File: src/rtl/line_printer_pkg.sv
// Shared types and constants for the line printer: formatter states, FIFO entry
// layout, and the byte/next-state rules for the formatter.
package line_printer_pkg;

  typedef enum logic [2:0] {
    IDLE,
    SEND_L,
    SEND_COLON,
    SEND_R,
    SEND_SEP,
    SEND_CR,
    SEND_LF
  } fmt_state_t;

  localparam logic [7:0] ASCII_COLON = 8'h3A;
  localparam logic [7:0] ASCII_SPACE = 8'h20;
  localparam logic [7:0] ASCII_CR    = 8'h0D;
  localparam logic [7:0] ASCII_LF    = 8'h0A;

  typedef struct packed {
    logic       last;
    logic [7:0] lhs;
    logic [7:0] rhs;
  } pair_t;

  function automatic logic [7:0] fmt_byte(fmt_state_t s, pair_t e);
    case (s)
      SEND_L:     return e.lhs;
      SEND_COLON: return ASCII_COLON;
      SEND_R:     return e.rhs;
      SEND_SEP:   return ASCII_SPACE;
      SEND_CR:    return ASCII_CR;
      SEND_LF:    return ASCII_LF;
      default:    return 8'h00;
    endcase
  endfunction

  // The rhs byte ends a line with CR/LF, otherwise a single space separator.
  function automatic fmt_state_t next_state(fmt_state_t s, logic last);
    case (s)
      SEND_L:     return SEND_COLON;
      SEND_COLON: return SEND_R;
      SEND_R:     return last ? SEND_CR : SEND_SEP;
      SEND_CR:    return SEND_LF;
      default:    return IDLE;
    endcase
  endfunction

endpackage

File: src/rtl/line_printer_uart_tx.sv
// 8N1 UART transmitter: start bit, 8 data bits LSB first, stop bit, each bit
// exactly CLKS_PER_BIT cycles. A byte is accepted only while not busy.
module uart_tx #(
  parameter int CLKS_PER_BIT = 16
) (
  input  logic       clk,
  input  logic       rst,
  input  logic [7:0] tx_byte,
  input  logic       start,
  output logic       busy,
  output logic       tx
);

  localparam int CW = (CLKS_PER_BIT > 2) ? $clog2(CLKS_PER_BIT) : 1;
  localparam logic [CW-1:0] LAST_CLK = CW'(CLKS_PER_BIT - 1);

  logic [CW-1:0] clk_cnt;
  logic [3:0]    bit_idx;
  logic [8:0]    shreg;

  // shreg carries the data bits with the stop bit queued behind them.
  always_ff @(posedge clk) begin
    if (rst) begin
      busy    <= 1'b0;
      tx      <= 1'b1;
      clk_cnt <= '0;
      bit_idx <= '0;
      shreg   <= '1;
    end else if (!busy) begin
      if (start) begin
        busy    <= 1'b1;
        tx      <= 1'b0;
        shreg   <= {1'b1, tx_byte};
        clk_cnt <= '0;
        bit_idx <= '0;
      end
    end else if (clk_cnt == LAST_CLK) begin
      clk_cnt <= '0;
      if (bit_idx == 4'd9) begin
        busy <= 1'b0;
        tx   <= 1'b1;
      end else begin
        bit_idx <= bit_idx + 4'd1;
        tx      <= shreg[0];
        shreg   <= {1'b1, shreg[8:1]};
      end
    end else begin
      clk_cnt <= clk_cnt + 1'b1;
    end
  end

endmodule

File: src/rtl/line_printer.sv
// Buffers {lhs, rhs, last} pairs in a small FIFO and prints each as "l:r"
// followed by a space or CR/LF over a UART.
module line_printer
  import line_printer_pkg::*;
#(
  parameter int CLKS_PER_BIT = 16,
  parameter int FIFO_DEPTH   = 4
) (
  input  logic       clk,
  input  logic       rst,
  input  logic       pair_valid,
  input  logic [7:0] lhs,
  input  logic [7:0] rhs,
  input  logic       pair_last,
  output logic       pair_ready,
  output logic       tx,
  output logic       busy,
  output logic       overflow
);

  localparam int AW = $clog2(FIFO_DEPTH);
  localparam logic [AW:0] DEPTH_C = FIFO_DEPTH[AW:0];

  pair_t         mem [FIFO_DEPTH];
  logic [AW-1:0] wr_ptr, rd_ptr;
  logic [AW:0]   count;
  logic          full, empty, push, pop;

  fmt_state_t state;
  pair_t      entry;
  logic       start_q;
  logic [7:0] byte_q;
  logic       uart_busy, uart_idle;

  assign full       = (count == DEPTH_C);
  assign empty      = (count == '0);
  assign pair_ready = !full;
  assign push       = pair_valid && !full;
  assign pop        = (state == IDLE) && !empty;

  always_ff @(posedge clk) begin
    if (push) mem[wr_ptr] <= '{last: pair_last, lhs: lhs, rhs: rhs};
  end

  always_ff @(posedge clk) begin
    if (rst) begin
      wr_ptr   <= '0;
      rd_ptr   <= '0;
      count    <= '0;
      overflow <= 1'b0;
    end else begin
      if (push) wr_ptr <= wr_ptr + 1'b1;
      if (pop)  rd_ptr <= rd_ptr + 1'b1;
      case ({push, pop})
        2'b10:   count <= count + 1'b1;
        2'b01:   count <= count - 1'b1;
        default: count <= count;
      endcase
      if (pair_valid && full) overflow <= 1'b1;
    end
  end

  // A byte handed over last cycle has not reached the UART's busy flag yet.
  assign uart_idle = !uart_busy && !start_q;

  always_ff @(posedge clk) begin
    if (rst) begin
      state   <= IDLE;
      entry   <= '0;
      start_q <= 1'b0;
      byte_q  <= '0;
    end else begin
      start_q <= 1'b0;
      case (state)
        IDLE: begin
          if (!empty) begin
            entry <= mem[rd_ptr];
            state <= SEND_L;
          end
        end
        default: begin
          if (uart_idle) begin
            start_q <= 1'b1;
            byte_q  <= fmt_byte(state, entry);
            state   <= next_state(state, entry.last);
          end
        end
      endcase
    end
  end

  uart_tx #(.CLKS_PER_BIT(CLKS_PER_BIT)) u_uart (
    .clk     (clk),
    .rst     (rst),
    .tx_byte (byte_q),
    .start   (start_q),
    .busy    (uart_busy),
    .tx      (tx)
  );

  assign busy = !empty || (state != IDLE) || uart_busy || start_q;

endmodule

File: config.mk
export PLATFORM = sky130hd
export DESIGN_NAME = line_printer
export DESIGN_NICKNAME = d
export VERILOG_FILES = /design/src/rtl/line_printer_pkg.sv /design/src/rtl/line_printer_uart_tx.sv /design/src/rtl/line_printer.sv
export SDC_FILE = /design/constraint.sdc
export NUM_CORES = 1
export LEC_CHECK = 0
export CORE_UTILIZATION = 40
export DETAILED_ROUTE_END_ITERATION = 7
export PLACE_DENSITY = 0.54
export SYNTH_ARGS = -nofsm -noshare
export SYNTH_HDL_FRONTEND = slang
export SYNTH_SLANG_ARGS = --single-unit
File: constraint.sdc
create_clock -name clk -period 3.6 [get_ports clk]
set_clock_uncertainty 0.2 [all_clocks]
set_input_delay 0.72 -clock clk [delete_from_list [all_inputs] [get_ports clk]]
set_output_delay 0.72 -clock clk [all_outputs]
set_load 0.01 [all_outputs]
==> impl_summary.md <==
Pwr
Cell internal power was estimated by the tool at around 3200 µW. The switching part of the total power is between 20 and 30%. For this design the total switching power over the nets is between 1000 and 1500 µW. The fraction of power consumed by the clock network is 33.8%. In this run the power density over the cells is about 770 mW/mm². The final total power is approximately 4500 µW. VDD sags by at most 412 µV. The share of total power dissipated in combinational logic is 22.7%. Summed over all cells, the static leakage comes to roughly 0.0019 µW. Registers are responsible for 43.4% of the overall power.

GRT
The initial antenna violation count is 0. The via count of the first global-routing pass is 3007. The total global-route track usage is 15.7%. Entering global routing, the biggest net connects 65 pins. The wire length of the first global-routing pass is ~15 mm. For this run the aggregate overflow at the end of global routing stands at 0.

Placement
Input and output buffers added on the ports amount to 23. The global placement routability congestion is 0.743. Detailed placement ended at an HPWL of ~5.5 mm.

CTS
The clock latency at the later pin of the worst-skew pair is 0.41 ns. The H-tree was split into 4 levels. The total clock sinks is ~120.

Clock tree synthesis selected as its root buffer the cell clkbuf_16. The longest clock path from root to sink contains 2 buffers. The number of buffers added to fix hold violations after cts is 0. The CTS tree is built. After clock tree synthesis, the clock-pin slew on the worst setup and hold paths is roughly 0.050 ns. The total clock buffers created by CTS is 17. After clock tree synthesis, the repair step resized 0 gates. The number of buffers inserted by post-CTS setup repair is 0.

Setup path
The setup path with the least slack is of type reg2out. The maximum single-stage delay on the critical path is around 0.85 ns. The setup slack on the worst flop-to-flop path is roughly 0.6 ns.

The critical path goes through nor2_2 -> nand3_1 -> clkdlybuf4s50_1. The startpoint type of the worst setup path is a register. The endpoint arrival time on the critical path is around 2.2 ns.

On the critical path, the stage with the largest delay is an instance of dfxtp_1. Of all nets on the critical path, the largest fanout is 27. The critical path buffer and inverter count is 1. The kind of end point of the critical path is an output pin.

The cell family contributing the most delay on the critical path is flip-flops. STA puts the critical path data required time at around 2.7 ns.

Job
The max-cap check violation count is 0.

Yosys
The number of flip-flops and latches in the synthesized netlist is roughly 120. Among all flip-flop cells after synthesis, the most frequent one is edfxtp_1. The number of nets handed over by synthesis was approximately 420.

Ranked by total cell area, the synthesized netlist is headed by edfxtp_1, dfxtp_1, mux4_2. The number of enable flip-flop cells after synthesis is about 70. Of all cell types, the one taking the most synthesized area is edfxtp_1. The most frequently used cell type in the post-synthesis netlist is edfxtp_1. In the synthesized netlist, the cells that appear most often are edfxtp_1, dfxtp_1, nand2_1, a21oi_1, mux4_2. The number of distinct library cells after synthesis is 55. In the synthesized netlist the async set-or-reset flop fraction comes to 0%. The share of the synthesized area in the top cell type is between 40 and 50%. Synthesis handed over a netlist of roughly 390 instances. The Yosys step of the flow raised 0 warnings. The register area share after synthesis is a little over three fifths.

The mapped netlist covers around 0.005 mm². The synthesized area per cell is between 10 and 15 µm².

Worst hold path
The tightest min-delay check is of the reg2reg type.

Floorplanning
The floorplan step set the die height to ~110 µm. The number of placement rows is 40. The area of the core is roughly 0.012 mm². During I/O placement, the number of pins put on the boundary was 24. The starting density of the core is 41.3%. The area of the die is around 0.013 mm². The floorplan die width is approximately 110 µm.

Timing
The time the worst path needs with I/O delays and setup is 3.08 ns. The final critical path takes up between 80% and 90% of the cycle. The number of setup violations in the final report is 0. The headroom to the max-slew limit is 25.3%. After routing, the total negative slack on setup checks comes to 0 ns. Setup repair after global routing left no endpoint under its margin. The count of final max-slew check failures is 0. For the pin with the worst max-slew slack, the measured transition is 1.12 ns. The hold violation count in the final report was 0. The maximum clock rate is around 320 MHz.

Route
After detailed routing, the average wire length per cell comes to approximately 15 µm. The via count is between 3000 and 4000. The routed design has ~9.0 mm of wire.

The first routing iteration left about 150 violations. For this run, design rule violations remaining after detail routing come to 0. Dividing the detail-routed via count by the number of cells gives about 5. The number of nets still failing antenna checks after routing is 0.

The pre-antenna-repair detailed-routing pass consisted of 6 iterations.

Finish
The antenna diode count is 0. The final layout net count is 444. The layout overhead on the synthesized area is 17.8%. The fraction of final layout cells with drive strength greater than 1 is ~14%.

Run status
The run finished with clean final reports.
==> cell usage in the layout (no fill, tap or decap), types with 2 or more instances in the layout <==
cell and instances:
edfxtp_1 68, dfxtp_1 55, nand2_1 49, a21oi_1 44, clkdlybuf4s50_1 22, mux4_2 17
clkbuf_16 17, nor2_1 13, inv_1 11, nor3_1 11, nor2b_1 9, a211oi_1 9
o21ai_0 9, ha_1 8, and3_1 5, nand3_1 5, buf_4 5, nand2b_1 4
xnor2_1 4, or3_1 3, xor2_1 3, o2bb2ai_1 3, clkinv_2 3, clkinvlp_4 3
inv_2 2, or3b_1 2, and2_1 2, o211ai_1 2, nor3b_1 2, mux2_2 2
o311ai_0 2, clkbuf_1 2, clkinv_4 2, clkinv_1 2
==> layer usage <==
metal  global-route usage, %  share of wire (%)  up-vias
met5                       0                  0        -
li1                        -                  -     1493
met3                    5.42                3.9       13
met4                    5.79                1.4        0
met2                    24.7                 47       55
met1                    20.2                 47     1451
==> final cells by class <==
| cell class | instances | area [µm²] |
|---|---|---|
| clock buffers | 19 | 433 |
| clock inverters | 12 | 101 |
| fillers | 1092 | 6200 |
| inverters | 13 | 48.8 |
| multi-input cells | 232 | 1670 |
| flip-flops and latches | 123 | 3140 |
| well taps | 168 | 210 |
| repair buffers | 28 | 263 |
==> logic make-up (layout without fill, tap and decap cells) <==
group	Yosys count	count (layout)	share of synthesized area, %
AOI/OAI and AO/OA	81	81	9.88
xor gates and xnor gates	7	7	1.23
adders and majority gates	9	9	2.41
buffers and inverters	37	72	3.37
DFF	123	123	63.1
muxes	20	20	8.35
and+or+nand+nor	115	115	11.6
==> registers in the layout, indices dropped and copies added, names as in the netlist <==
name and cells:
byte_q 8, overflow 1, u_uart.bit_idx 4, u_uart.shreg 8, mem 68, entry 17, rd_ptr 2, u_uart.tx 1
count 3, u_uart.clk_cnt 4, wr_ptr 2, u_uart.busy 1, state 3, start_q 1
==> worst paths after layout <==
| kind | from | endpoint | cells after the start |
|---|---|---|---|
| hold reg to reg | byte_q[2] | byte_q[2] | 2 |
| setup / recovery | u_uart.busy | busy | 3 |
| setup reg to reg | state[1] | count[2] | 9 |
| hold / removal | byte_q[2] | byte_q[2] | 2 |
==> worst min-delay path, delay by kind of cell, from the launching register on <==
family          cells  cell delay (ns)
flops               1             0.30
compound gates      1             0.05
simple gates        1             0.05
==> power groups by stage <==
stage	sequential (µW)	clock [µW]	combinational, µW
global placement	1970	0	1020
global route	1990	1630	1160
CTS	1950	1560	1050
finish	1950	1520	1020
floorplan	1880	0	858
detailed placement	1980	0	1040
==> metrics by stage <==
step | instances | hold slack (ns) | cell area (µm²) | worst slack, ns | utilization, %
2_1_floorplan | 392 | 0.225 | 4980 | 1.07 | -
3_3_place_gp | 564 | 0.239 | 5330 | 0.682 | 44.2
3_5_place_dp | 564 | 0.243 | 5330 | 0.570 | 44.2
4_1_cts | 595 | 0.252 | 5870 | 0.484 | 48.6
5_1_grt | 595 | 0.274 | 5870 | 0.347 | 48.6
6_report | 595 | 0.250 | 5870 | 0.518 | 48.6
Note: power is estimated with default switching activity, not from simulation.
